[src/rtl/seg7_scan_driver.sv]
// Time-multiplexed seven-segment driver with a double-buffered display image.
// It supports per-digit enable, decimal points, leading-zero blanking and configurable pin polarity.
module seg7_scan_driver #(
   parameter int DIGITS         = 8,
   parameter int CLK_DIV        = 100000,
   parameter int SEG_ACTIVE_LOW = 1,
   parameter int SEL_ACTIVE_LOW = 1
) (
   input  logic                  clk_in,
   input  logic                  reset,
   input  logic [4*DIGITS-1:0]   data,
   input  logic [DIGITS-1:0]     dp_in,
   input  logic [DIGITS-1:0]     en_in,
   input  logic                  load,
   input  logic                  lz_suppress,
   output logic [7:0]            o_seg,
   output logic [DIGITS-1:0]     o_sel,
   output logic                  frame_done
);

   localparam int PW = (CLK_DIV > 1) ? $clog2(CLK_DIV) : 1;
   localparam int IW = (DIGITS > 1) ? $clog2(DIGITS) : 1;
   localparam logic [PW-1:0]     PRESC_LAST = PW'(CLK_DIV - 1);
   localparam logic [IW-1:0]     IDX_LAST   = IW'(DIGITS - 1);
   localparam logic [7:0]        SEG_OFF    = (SEG_ACTIVE_LOW != 0) ? 8'hFF : 8'h00;
   localparam logic [DIGITS-1:0] SEL_OFF    = (SEL_ACTIVE_LOW != 0) ? {DIGITS{1'b1}} : '0;

   logic [PW-1:0]       r_presc;
   logic [IW-1:0]       r_idx;
   logic [4*DIGITS-1:0] r_pend_data;
   logic [DIGITS-1:0]   r_pend_dp;
   logic [DIGITS-1:0]   r_pend_en;
   logic                r_pend_valid;
   logic [4*DIGITS-1:0] r_act_data;
   logic [DIGITS-1:0]   r_act_dp;
   logic [DIGITS-1:0]   r_act_en;
   logic [7:0]          r_seg;
   logic [DIGITS-1:0]   r_sel;

   logic                w_tick;
   logic                w_wrap;
   logic [3:0]          w_nib [DIGITS];
   logic [DIGITS-1:0]   w_dz;
   logic [DIGITS-1:0]   w_supp;
   logic [7:0]          w_seg_ah;
   logic [DIGITS-1:0]   w_sel_ah;

   function automatic logic [6:0] f_decode(input logic [3:0] nib);
      case (nib)
         4'h0: f_decode = 7'h3F;
         4'h1: f_decode = 7'h06;
         4'h2: f_decode = 7'h5B;
         4'h3: f_decode = 7'h4F;
         4'h4: f_decode = 7'h66;
         4'h5: f_decode = 7'h6D;
         4'h6: f_decode = 7'h7D;
         4'h7: f_decode = 7'h07;
         4'h8: f_decode = 7'h7F;
         4'h9: f_decode = 7'h6F;
         4'hA: f_decode = 7'h77;
         4'hB: f_decode = 7'h7C;
         4'hC: f_decode = 7'h39;
         4'hD: f_decode = 7'h5E;
         4'hE: f_decode = 7'h79;
         default: f_decode = 7'h71;
      endcase
   endfunction

   assign w_tick     = (r_presc == PRESC_LAST);
   assign w_wrap     = w_tick && (r_idx == IDX_LAST);
   assign frame_done = w_wrap & reset;
   assign o_seg      = r_seg;
   assign o_sel      = r_sel;

   // A digit is blank-eligible when it and every digit above it read as zero (disabled counts as zero).
   genvar gi;
   generate
      for (gi = 0; gi < DIGITS; gi++) begin : g_digit
         assign w_nib[gi] = r_act_data[4*gi +: 4];
         assign w_dz[gi]  = !r_act_en[gi] || (w_nib[gi] == 4'h0);
         if (gi == 0) begin : g_lsd
            assign w_supp[gi] = 1'b0;
         end else begin : g_upper
            assign w_supp[gi] = &w_dz[DIGITS-1:gi];
         end
      end
   endgenerate

   always_comb begin
      w_seg_ah = 8'h00;
      w_sel_ah = '0;
      if (r_act_en[r_idx]) begin
         w_sel_ah[r_idx] = 1'b1;
         w_seg_ah[7]     = r_act_dp[r_idx];
         if (!(lz_suppress && w_supp[r_idx]))
            w_seg_ah[6:0] = f_decode(w_nib[r_idx]);
      end
   end

   always_ff @(posedge clk_in or negedge reset) begin
      if (!reset) begin
         r_presc <= '0;
         r_idx   <= '0;
         r_seg   <= SEG_OFF;
         r_sel   <= SEL_OFF;
      end else begin
         r_presc <= w_tick ? '0 : r_presc + 1'b1;
         if (w_tick)
            r_idx <= (r_idx == IDX_LAST) ? '0 : r_idx + 1'b1;
         // XOR with the idle pattern turns the active-high image into pin polarity.
         r_seg <= w_seg_ah ^ SEG_OFF;
         r_sel <= w_sel_ah ^ SEL_OFF;
      end
   end

   always_ff @(posedge clk_in or negedge reset) begin
      if (!reset) begin
         r_pend_data  <= '0;
         r_pend_dp    <= '0;
         r_pend_en    <= '0;
         r_pend_valid <= 1'b0;
         r_act_data   <= '0;
         r_act_dp     <= '0;
         r_act_en     <= '1;
      end else begin
         if (load) begin
            r_pend_data <= data;
            r_pend_dp   <= dp_in;
            r_pend_en   <= en_in;
         end
         // The active image only ever changes on the frame boundary, so a frame is never torn.
         if (w_wrap) begin
            if (load) begin
               r_act_data <= data;
               r_act_dp   <= dp_in;
               r_act_en   <= en_in;
            end else if (r_pend_valid) begin
               r_act_data <= r_pend_data;
               r_act_dp   <= r_pend_dp;
               r_act_en   <= r_pend_en;
            end
            r_pend_valid <= 1'b0;
         end else if (load) begin
            r_pend_valid <= 1'b1;
         end
      end
   end

endmodule

[config.mk]
export PLATFORM = sky130hd
export DESIGN_NAME = seg7_scan_driver
export DESIGN_NICKNAME = d
export VERILOG_FILES = /design/src/rtl/seg7_scan_driver.sv
export SDC_FILE = /design/constraint.sdc
export NUM_CORES = 1
export LEC_CHECK = 0
export ABC_AREA = 1
export BUFFER_PORTS_ARGS = -buffer_cell sky130_fd_sc_hd__buf_4
export CAP_MARGIN = 20
export CORE_MARGIN = 5
export CORE_UTILIZATION = 46
export CTS_CLUSTER_DIAMETER = 150
export DETAILED_ROUTE_END_ITERATION = 10
export SETUP_SLACK_MARGIN = 0.05
export SYNTH_ARGS = -nofsm -noshare
export SYNTH_HDL_FRONTEND = slang
export SYNTH_SLANG_ARGS = --single-unit
[constraint.sdc]
create_clock -name clk_in -period 3.22 [get_ports clk_in]
set_clock_uncertainty 0.1 [all_clocks]
set_input_delay 0.161 -clock clk_in [delete_from_list [all_inputs] [get_ports clk_in]]
set_output_delay 0.161 -clock clk_in [all_outputs]
set_load 0.02 [all_outputs]
==> flow_summary_export.csv, run 1 <==
group,metric,value,unit
run_status,status,"finished, final reports clean",
global_route,grt_pass1_wl,26.0,mm
die,num_io_pins,69,
power,power_per_cell_area,502,mW/mm²
clock_network,cts.repair_timing.setup_buffer_count,0,
sta,worst_slew_pin_slew,628,ps
place,placed_cell_area,0.00704,mm²
place,detailed_place_hpwl,10.5,mm
setup_path,worst-path-max-fanout,34,
die,start_util,0.467,
clock_network,clk_path_buf_depth,2,
setup_path,critical-path-slowest-cell,"dfrtp_1",
finish,antenna_cells,0,
detailed_routing,route.detailed.wl_per_inst,13.6,µm
global_route,grt_max_degree,88,
clock_network,clk_root_buffer_cell,"clkbuf_16",
setup_path,setup.worst_path.start_class,"flip-flop",
synth,mean_instance_size_in_the_synthesized_netlist,8.07,µm²
setup_path,setup.worst_path.class,"reg2out",
setup_path,r2r_cells,7,
worst_hold_path,worstHoldStart,"load",
clock_network,clk_pin_slew_worst_paths,60,ps
setup_path,crit_path_cell_trace,"ha_1, ha_1, nand2_4, nor2_1, buf_4",
power,cellLeakagePower,4.20,nW
synth,ys_ff_latch,133,
detailed_routing,drt_pre_antenna_iters,5,
die,core.rowCount,43,
run,max_cap_violations,0,
power,highest_ir_drop_seen_on_vdd,0.000391,V
die,die_area,0.0165,mm²
setup_path,cp_num_buf_inv,1,
detailed_routing,dr.first_iter.drc_count,294,
finish,mostFrequentLayoutCells,"nand2_1 (348), dfrtp_1 (109), buf_4 (73)",
synth,synth_enable_flop_cells,0,
clock_network,worst_skew_pair.late_latency,420,ps
finish,leading_cell_type_in_the_layout_fill_and_taps_excluded,"nand2_1",
setup_path,critical_path_arrival,2270,ps
synth,syn_inst,800,
synth,mappedNetlistNets,861,
setup_path,timing.critical_path.mode_cell,"ha_1",
synth,synthesis.area,0.00646,mm²
synth,ys_seq_area_frac,0.520,
die,core_area,0.0138,mm²
worst_hold_path,holdPathEnd,"r_pend_data[22]$_DFFE_PN0P_",
synth,yosys_most_used_dff,"dfrtp_1",
global_route,number_of_global_route_vias_before_repair,5557,
sta,setup_tns,0,ps
setup_path,critical_path.top_delay_family,"flip-flops",
detailed_routing,detail_route.drc_violations,0,
sta,maxSlewViolCount,0,
sta,period_minus_slack,2530,ps
die,die_h,129,µm
global_route,grt-ovfl-total,0,
worst_hold_path,worst_hold_path.num_cells,3,
setup_path,crit-reg2reg-capture,"r_act_en[5]$_DFFE_PN1P_",
clock_network,post_cts_resized,0,
sta,rsz0062_at_grt,"no",
setup_path,crit_path_capture_type,"output port",
sta,timing_hold_violations_final,0,
power,post-layout-total-power,4.08,mW
setup_path,worst_path_largest_cell_delay,640,ps
detailed_routing,drt-total-wl,15.0,mm
synth,synthesis.yosys.warnings,0,
finish,stdcell_area,0.00813,mm²
global_route,gr-usage-all-layers,0.198,
setup_path,critical_path.reg2reg.startpoint,"r_idx[1]$_DFFE_PN0N_",
global_route,grt_antenna_before_repair,0,
finish,final_layout_size_suffix_gt1_frac,0.209,
die,fp.dieW,129,µm
clock_network,cts_tree,"done",
synth,synth_cell_type_count,34,
clock_network,cts-buffers-inserted,17,
sta,final_min_period_over_clock_period,0.786,
clock_network,h-tree-depth,4,
place,io_buffers,68,
worst_hold_path,holdCritPathClass,"in2reg",
detailed_routing,drtAntennaViolNets,0,
sta,relative_slew_slack,0.581,
setup_path,required,2960,ps
finish,area_growth_syn_to_layout,25.9,%
detailed_routing,dr_total_vias,5328,
detailed_routing,route.detailed.vias_per_inst,4.83,
sta,max_freq,395,MHz
place,gp_congestion,0.892,
setup_path,regToRegSetupSlack,860,ps
finish,number_of_nets_in_the_finished_design,971,
clock_network,clock_sinks,133,
sta,report.final.setup_viol,0,
synth,ffs_w_async_s_r_synth,1.00,
cell families (layout without fill, tap and decap cells):
family	count (synthesis)	count (layout)	share of synthesized area
compound gates	74	74	0.0660
xor+xnor	8	8	0.0108
fa+ha+maj	9	9	0.0174
buf+inv	91	214	0.0711
flops	133	133	0.520
simple gates	485	485	0.315
routing by layer:
metal	global-route usage	wire length, µm
met1	0.250	6930
met4	0.0920	384
met5	0	0
met3	0.0390	480
met2	0.329	7170
stage by stage:
| step | hold slack [ps] | util | instances | setup WS (ps) |
|---|---|---|---|---|
| 2_1_floorplan | -235 | - | 800 | 1120 |
| 3_3_place_gp | 117 | 0.509 | 1022 | 973 |
| 3_5_place_dp | 123 | 0.509 | 1022 | 870 |
| 4_1_cts | 111 | 0.588 | 1103 | 722 |
| 5_1_grt | 158 | 0.588 | 1103 | 543 |
| 6_report | 120 | 0.588 | 1103 | 688 |
Yosys cell counts (2+ instances only):
cell type | count | share of area
a21oi_1 | 8 | 0.0062
buf_12 | 5 | 0.015
nand4_1 | 6 | 0.0058
clkbuf_1 | 14 | 0.0081
dfstp_2 | 24 | 0.098
buf_4 | 2 | 0.0023
o21a_1 | 2 | 0.0023
ha_1 | 9 | 0.017
o21ai_1 | 10 | 0.0077
nand3_1 | 29 | 0.022
o21ai_0 | 39 | 0.030
dfrtp_1 | 109 | 0.42
inv_2 | 3 | 0.0017
nand2_4 | 2 | 0.0035
nand2_1 | 348 | 0.20
nor2_4 | 2 | 0.0035
nor2_1 | 51 | 0.030
xor2_1 | 8 | 0.011
nand2_2 | 41 | 0.040
o21ai_2 | 12 | 0.016
nor4_1 | 2 | 0.0019
inv_1 | 54 | 0.031
buf_2 | 9 | 0.0070
layout make-up:
| cell class | instances | area, µm² |
|---|---|---|
| timing repair buffer | 124 | 1080 |
| sequential | 133 | 3360 |
| clock buffer | 22 | 484 |
| fill | 1258 | 5700 |
| clock inverter | 10 | 120 |
| tap | 180 | 225 |
| inverter | 58 | 223 |
| multi-input combinational | 576 | 2640 |
what timing repair did:
item,CTS,global route
hold endpoints to repair,118,0
hold buffers,49,0
endpoints found under the setup margin,0,0
worst min-delay path: stages:
cell	delay, ps
buf_4	260
nand2_1	120
nand2_1	60
worst max path at each step:
stage,to,startpoint,cells after the start,slack [ps]
floorplan,o_seg[1]$_DFF_PN1_,r_idx[0]$_DFFE_PN0N_,16,1120
global placement,r_act_en[2]$_DFFE_PN1P_,r_presc[0]$_DFF_PN0_,12,970
detailed placement,r_act_data[12]$_DFFE_PN0P_,r_idx[1]$_DFFE_PN0N_,7,870
CTS,frame_done,r_presc[0]$_DFF_PN0_,10,720
global route,frame_done,r_idx[1]$_DFFE_PN0N_,5,540
finish,frame_done,r_idx[1]$_DFFE_PN0N_,5,690
sequential cells by signal, indices dropped and copies added (netlist names):
register / flops
r_pend_data: 32
r_pend_valid: 1
r_act_en: 8
o_sel: 8
r_pend_en: 8
o_seg: 8
r_presc: 17
r_pend_dp: 8
r_act_data: 32
r_idx: 3
r_act_dp: 8
power breakdown:
group	leakage [nW]	switching (mW)	total [mW]	internal, mW
Combinational	2.29	0.193	0.341	0.148
Sequential	1.61	0.0382	1.80	1.76
Clock	0.293	0.711	1.94	1.22
No activity file was read; power rests on OpenSTA's default activity.
==> inputs of run 2 (changes only) <==
ABC_AREA = 0   (was 1)
PLACE_DENSITY = 0.68   (was default)
clock period = 2.1 ns   (was 3.22 ns; I/O delays follow)
==> run 2 against run 1 <==
Effect of this change: the run now ends with negative setup slack left; utilization grew 8.1 points; critical path type is now reg2reg; clock power increased by 62%; first-iteration DRC count shrank 27%; critical endpoint is now r_act_data[21]$_DFFE_PN0P_; final cell count decreased by 29%; flip-flop and latch count stayed put; largest power group unchanged; worst hold slack better by 130 ps; synthesized area down 8.2%; sequential power increased by 49%; count of clock-buffer cells in the layout grew 1.
==> flow_summary_export.csv, run 2 <==
group,metric,value,unit
finish,final_layout_size_suffix_gt1_frac,0.526,
power,share_clk_of_total_power,0.508,
detailed_routing,drtAntennaViolNets,0,
clock_network,worst_skew_pair.late_latency,430,ps
setup_path,worst_path_largest_cell_delay,380,ps
die,die_h,124,µm
sta,relative_slew_slack,0.518,
setup_path,regToRegSetupSlack,-80,ps
setup_path,worst-path-max-fanout,13,
detailed_routing,route.detailed.wl_per_inst,17.4,µm
setup_path,crit_path_capture_type,"flip-flop",
run_status,violated_checks,"negative setup slack",
finish,number_of_nets_in_the_finished_design,655,
setup_path,crit_path_cell_trace,"nand4b_1, nor4_4, and4_4, and3b_4, clkbuf_16, mux2_4",
setup_path,worst_setup_startpoint,"r_presc[5]$_DFF_PN0_",
die,num_io_pins,69,
synth,synthesis.area,0.00593,mm²
sta,max_freq,458,MHz
place,detailed_place_hpwl,8.45,mm
sta,timing_hold_violations_final,0,
clock_network,clk_root_buffer_cell,"clkbuf_16",
synth,synth_enable_flop_cells,0,
finish,final_util,0.669,
power,highest_ir_drop_seen_on_vdd,0.000462,V
synth,ys_seq_area_frac,0.566,
finish,largestRegisters,"r_act_data x32, r_pend_data x32, r_presc x17",
die,start_util,0.470,
global_route,grt_max_degree,134,
place,gp_congestion,0.895,
clock_network,cts-buffers-inserted,17,
setup_path,r2r_cells,6,
place,io_buffers,68,
global_route,grt_antenna_before_repair,0,
setup_path,critPathCapture,"r_act_data[21]$_DFFE_PN0P_",
die,die_area,0.0153,mm²
setup_path,critical_path.reg2reg.startpoint,"r_presc[5]$_DFF_PN0_",
synth,mappedNetlistNets,484,
finish,mostFrequentLayoutCells,"dfrtp_1 (106), buf_4 (102), mux2_2 (71)",
setup_path,required,2310,ps
global_route,grt-ovfl-total,0,
run,max_cap_violations,0,
detailed_routing,dr.first_iter.drc_count,215,
sta,hold_slack,249,ps
detailed_routing,detail_route.drc_violations,0,
run_status,status,"finished, violations left",
synth,synthesis.yosys.warnings,0,
detailed_routing,drt_pre_antenna_iters,4,
sta,worst_slew_pin_slew,723,ps
setup_path,critical-path-slowest-cell,"dfrtp_1",
sta,report.final.setup_viol,51,
power,combinationalPowerShare,0.059,
synth,synthMostInstantiatedCell,"dfrtp_1",
clock_network,clk_path_buf_depth,2,
sta,period_minus_slack,2180,ps
global_route,gr-usage-all-layers,0.191,
power,power.net_switching,1.21,mW
clock_network,h-tree-depth,4,
finish,area_growth_syn_to_layout,42.4,%
synth,syn_inst,423,
die,core_area,0.0126,mm²
synth,synth_area_leaders,"dfrtp_1 (46%), mux2_2 (15%), dfstp_2 (11%)",
finish,antenna_cells,0,
synth,synth_cell_type_count,46,
setup_path,critical_path_arrival,2390,ps
power,share_seq_of_total_power,0.433,
clock_network,cts_tree,"done",
power,power.share.switching,0.196,
power,power_per_cell_area,733,mW/mm²
clock_network,clock_sinks,133,
worst_hold_path,holdCritPathClass,"in2async",
setup_path,crit-reg2reg-capture,"r_act_data[21]$_DFFE_PN0P_",
global_route,grt_pass1_wl,22.0,mm
clock_network,clk_pin_slew_worst_paths,60,ps
synth,synth_top_cell_by_area,"dfrtp_1",
sta,final_min_period_over_clock_period,1.04,
synth,ffs_w_async_s_r_synth,1.00,
synth,synth_commonest_cells,"dfrtp_1 (109), mux2_2 (79), dfstp_2 (24), mux2_4 (20), nor2_1 (19)",
detailed_routing,drt-total-wl,13.6,mm
setup_path,setup.worst_path.start_class,"flip-flop",
sta,rsz0062_at_grt,"yes",
finish,leading_cell_type_in_the_layout_fill_and_taps_excluded,"dfrtp_1",
global_route,number_of_global_route_vias_before_repair,4304,
detailed_routing,dr_total_vias,4029,
power,post-layout-total-power,6.19,mW
sta,maxSlewViolCount,0,
synth,synthDominantCellAreaShare,0.460,
die,core.rowCount,41,
synth,ys_ff_latch,133,
synth,mean_instance_size_in_the_synthesized_netlist,14.0,µm²
die,fp.dieW,124,µm
detailed_routing,route.detailed.vias_per_inst,5.17,
power,cellLeakagePower,3.70,nW
synth,yosys_most_used_dff,"dfrtp_1",
setup_path,setup.worst_path.class,"reg2reg",
power,power_report.internal_total,4.97,mW
sta,setup_ws_post_layout,-83.5,ps
==> run 2: kinds of logic (layout without fill, tap and decap cells) <==
family / after synthesis / count (layout) / share of synthesized area
and+or+nand+nor: 90 / 90 / 0.0806
muxes: 116 / 116 / 0.242
adders and majority gates: 9 / 9 / 0.0190
buffers and inverters: 29 / 213 / 0.0302
DFF: 133 / 133 / 0.566
AOI/OAI and AO/OA: 31 / 31 / 0.0399
xor gates and xnor gates: 15 / 15 / 0.0222
==> run 2: cell type report <==
class	instances	area [µm²]
flip-flops and latches	133	3360
well taps	172	215
inverters	8	35.0
clock buffers	23	488
clock inverters	9	148
multi-input cells	261	2630
fillers	906	4180
repair buffers	173	1570
==> run 2: worst min path at each step <==
stage	from	end	slack, ps	cells after the start
floorplan	reset	r_act_data[0]$_DFFE_PN0P_	-290	0
global placement	reset	r_pend_dp[7]$_DFFE_PN0P_	220	2
detailed placement	reset	r_pend_dp[1]$_DFFE_PN0P_	230	2
CTS	reset	r_pend_en[4]$_DFFE_PN0P_	330	3
global route	lz_suppress	o_seg[2]$_DFF_PN1_	280	6
finish	reset	r_pend_dp[7]$_DFFE_PN0P_	250	3
==> run 2: power groups by stage <==
| stage | sequential, mW | combinational [mW] | clock (mW) |
|---|---|---|---|
| final | 2.68 | 0.363 | 3.15 |
| after global routing | 2.69 | 0.404 | 3.34 |
| after CTS | 2.68 | 0.371 | 3.22 |
| after detailed placement | 2.72 | 0.295 | 0 |
| after global placement | 2.72 | 0.290 | 0 |
| after floorplan | 2.72 | 0.130 | 0 |
==> run 2: per-layer routing <==
metal	up-vias	GRT usage	share of wire
met1	2047	0.244	0.44
met5	-	0	0
met4	0	0.0664	0.019
met2	86	0.313	0.50
met3	22	0.0512	0.040
li1	1874	-	-
==> run 2: worst max-delay path: cells and delay by family (launching register included) <==
kind / cells / cell delay [ps]
and+or+nand+nor: 4 / 1040
DFF: 1 / 380
muxes: 1 / 300
buffers and inverters: 1 / 220
==> run 2: timing repair <==
item | in CTS | in global routing
hold buffers | 50 | 0
cloned | 0 | 3
endpoints found under the hold margin | 205 | 0
resized for setup | 29 | 34
pin swaps | 9 | 12
buffers inserted | 12 | 4
setup endpoints to repair | 56 | 57
==> run 2: per-stage QoR <==
stage | instance area, µm² | setup TNS, ps | cells | setup slack, ps
after floorplan | 6010 | -23.6 | 423 | -23.6
after global placement | 6860 | -140 | 678 | -48.6
after detailed placement | 6860 | -675 | 678 | -197
after CTS | 8210 | -2510 | 772 | -94.4
after global routing | 8440 | -6220 | 779 | -141
final | 8440 | -2970 | 779 | -83.5
==> inputs of run 3 (changes only) <==
BUFFER_PORTS_ARGS = default   (was -buffer_cell sky130_fd_sc_hd__buf_4)
DONT_BUFFER_PORTS = 1   (was default)
PLACE_DENSITY = default   (was 0.68)
SKIP_LAST_GASP = 1   (was default)
==> run 3 against run 2 <==
Effect of this change: the flow finishes with violations (negative hold slack, negative setup slack); critical path depth is 1 higher; sequential power barely moved; die area unchanged; register-to-register slack improved by 30 ps; flip-flop and latch count unchanged.
==> flow_summary_export.csv, run 3 (synthesis results as in run 2) <==
group,metric,value,unit
run_status,status,"finished, violations left",
run_status,violated_checks,"negative hold slack, negative setup slack",
detailed_routing,wirelength_met1,6.26,mm
worst_hold_path,holdCritPathClass,"in2async",
setup_path,worst_setup_startpoint,"r_presc[5]$_DFF_PN0_",
finish,mostFrequentLayoutCells,"dfrtp_1 (106), dlygate4sd3_1 (94), mux2_2 (51)",
finish,largestRegisters,"r_act_data x32, r_pend_data x32, r_presc x17",
die,core_area,0.0126,mm²
clock_network,cts-buffers-inserted,17,
finish,number_of_nets_in_the_finished_design,639,
detailed_routing,route.detailed.wl_per_inst,18.6,µm
detailed_routing,drtAntennaViolNets,0,
sta,maxSlewViolCount,0,
clock_network,cts_tree,"done",
die,fp.dieW,124,µm
die,start_util,0.470,
place,io_buffers,0,
detailed_routing,route.detailed.vias_per_inst,5.22,
clock_network,cts_hold_buffers,94,
global_route,grt-ovfl-total,0,
sta,worst_slew_pin_slew,433,ps
clock_network,clk_root_buffer_cell,"clkbuf_16",
die,core.rowCount,41,
finish,area_growth_syn_to_layout,43.9,%
run,max_cap_violations,0,
clock_network,h-tree-depth,4,
sta,timing_hold_violations_final,133,
global_route,grt_antenna_before_repair,0,
setup_path,setup.worst_path.class,"reg2reg",
setup_path,critical_path_arrival,2350,ps
setup_path,worst-path-max-fanout,5,
setup_path,required,2300,ps
place,placed_cell_area,0.00640,mm²
global_route,gr-usage-all-layers,0.189,
detailed_routing,routed_wire_length_on_met3,703,µm
finish,final_layout_size_suffix_gt1_frac,0.426,
setup_path,critical_path.reg2reg.startpoint,"r_presc[5]$_DFF_PN0_",
finish,stdcell_area,0.00853,mm²
detailed_routing,detail_route.drc_violations,0,
clock_network,worst_skew_pair.late_latency,420,ps
die,num_io_pins,69,
detailed_routing,drt-total-wl,14.2,mm
setup_path,setup.worst_path.start_class,"flip-flop",
detailed_routing,dr.first_iter.drc_count,246,
sta,rsz0062_at_grt,"yes",
finish,fillers,930,
power,power_per_cell_area,745,mW/mm²
global_route,grt_max_degree,135,
detailed_routing,dr_total_vias,3981,
sta,relative_slew_slack,0.708,
die,die_h,124,µm
clock_network,clk_path_buf_depth,2,
setup_path,regToRegSetupSlack,-50,ps
global_route,number_of_global_route_vias_before_repair,4229,
clock_network,clock_sinks,133,
power,highest_ir_drop_seen_on_vdd,0.000703,V
place,gp_congestion,0.872,
detailed_routing,top_layer,"met4",
setup_path,crit-reg2reg-capture,"r_act_data[26]$_DFFE_PN0P_",
detailed_routing,drt_pre_antenna_iters,4,
setup_path,crit_path_capture_type,"flip-flop",
sta,max_freq,465,MHz
clock_network,clk_pin_slew_worst_paths,60,ps
global_route,grt_pass1_wl,21.8,mm
power,post-layout-total-power,6.36,mW
finish,antenna_cells,0,
setup_path,r2r_cells,7,
sta,report.final.setup_viol,37,
die,die_area,0.0153,mm²
place,detailed_place_hpwl,8.47,mm
sta,setup_ws_post_layout,-52.0,ps
detailed_routing,wl_met2,7.01,mm
sta,period_minus_slack,2150,ps
sta,final_min_period_over_clock_period,1.02,
finish,leading_cell_type_in_the_layout_fill_and_taps_excluded,"dfrtp_1",
power,cellLeakagePower,3.67,nW
sta,hold_slack,-715,ps
[run 3: per-layer routing]
metal,up-vias,track usage
met1,2019,0.252
li1,1852,-
met3,21,0.0554
met2,89,0.299
met4,0,0.0595
met5,-,0
[run 3: worst max-delay path by stage]
stage / to / slack, ps / depth (start not counted)
after floorplan: o_seg[1]$_DFF_PN1_ / -20 / 10
after global placement: o_seg[1]$_DFF_PN1_ / -50 / 8
after detailed placement: o_seg[1]$_DFF_PN1_ / -80 / 8
after CTS: r_act_data[27]$_DFFE_PN0P_ / -20 / 6
after global routing: r_act_data[26]$_DFFE_PN0P_ / -120 / 7
final: r_act_data[26]$_DFFE_PN0P_ / -50 / 7
[run 3: worst max-delay path: stages, from the launching register on]
cell and delay, ps:
dfrtp_1 370, nand4b_1 230, nor4_4 200, and4_4 280, and3b_4 260, buf_12 150
clkbuf_16 150, mux2_4 290
[run 3: layout make-up]
| class | count | area [µm²] | share of cell area |
|---|---|---|---|
| Clock buffer | 21 | 480 | 0.0563 |
| Clock inverter | 11 | 196 | 0.0230 |
| Inverter | 8 | 32.5 | 0.00381 |
| Multi-Input combinational cell | 261 | 2650 | 0.311 |
| Sequential cell | 133 | 3360 | 0.394 |
| Tap cell | 172 | 215 | 0.0252 |
| Timing Repair Buffer | 157 | 1590 | 0.187 |
[run 3: report_power, final]
part / switching, mW / internal (mW) / total (mW)
combinational: 0.0957 / 0.257 / 0.352
clock: 1.09 / 2.24 / 3.32
sequential: 0.0222 / 2.66 / 2.68
total: 1.21 / 5.15 / 6.36
[run 3: timing repair]
item / CTS / global route
gates cloned: 0 / 7
buffers inserted: 3 / 8
endpoints found under the hold margin: 230 / 133
setup endpoints to repair: 55 / 57
resized for setup: 15 / 49
pin swaps: 3 / 8
[run 3: per-stage QoR]
| stage | setup TNS, ps | instances | worst slack [ps] | util |
|---|---|---|---|---|
| 2_1_floorplan | -23.6 | 423 | -23.6 | - |
| 3_3_place_gp | -863 | 620 | -49.1 | 0.507 |
| 3_5_place_dp | -1040 | 620 | -81.6 | 0.507 |
| 4_1_cts | -270 | 749 | -24.7 | 0.642 |
| 5_1_grt | -4320 | 763 | -118 | 0.676 |
| 6_report | -868 | 763 | -52.0 | 0.676 |
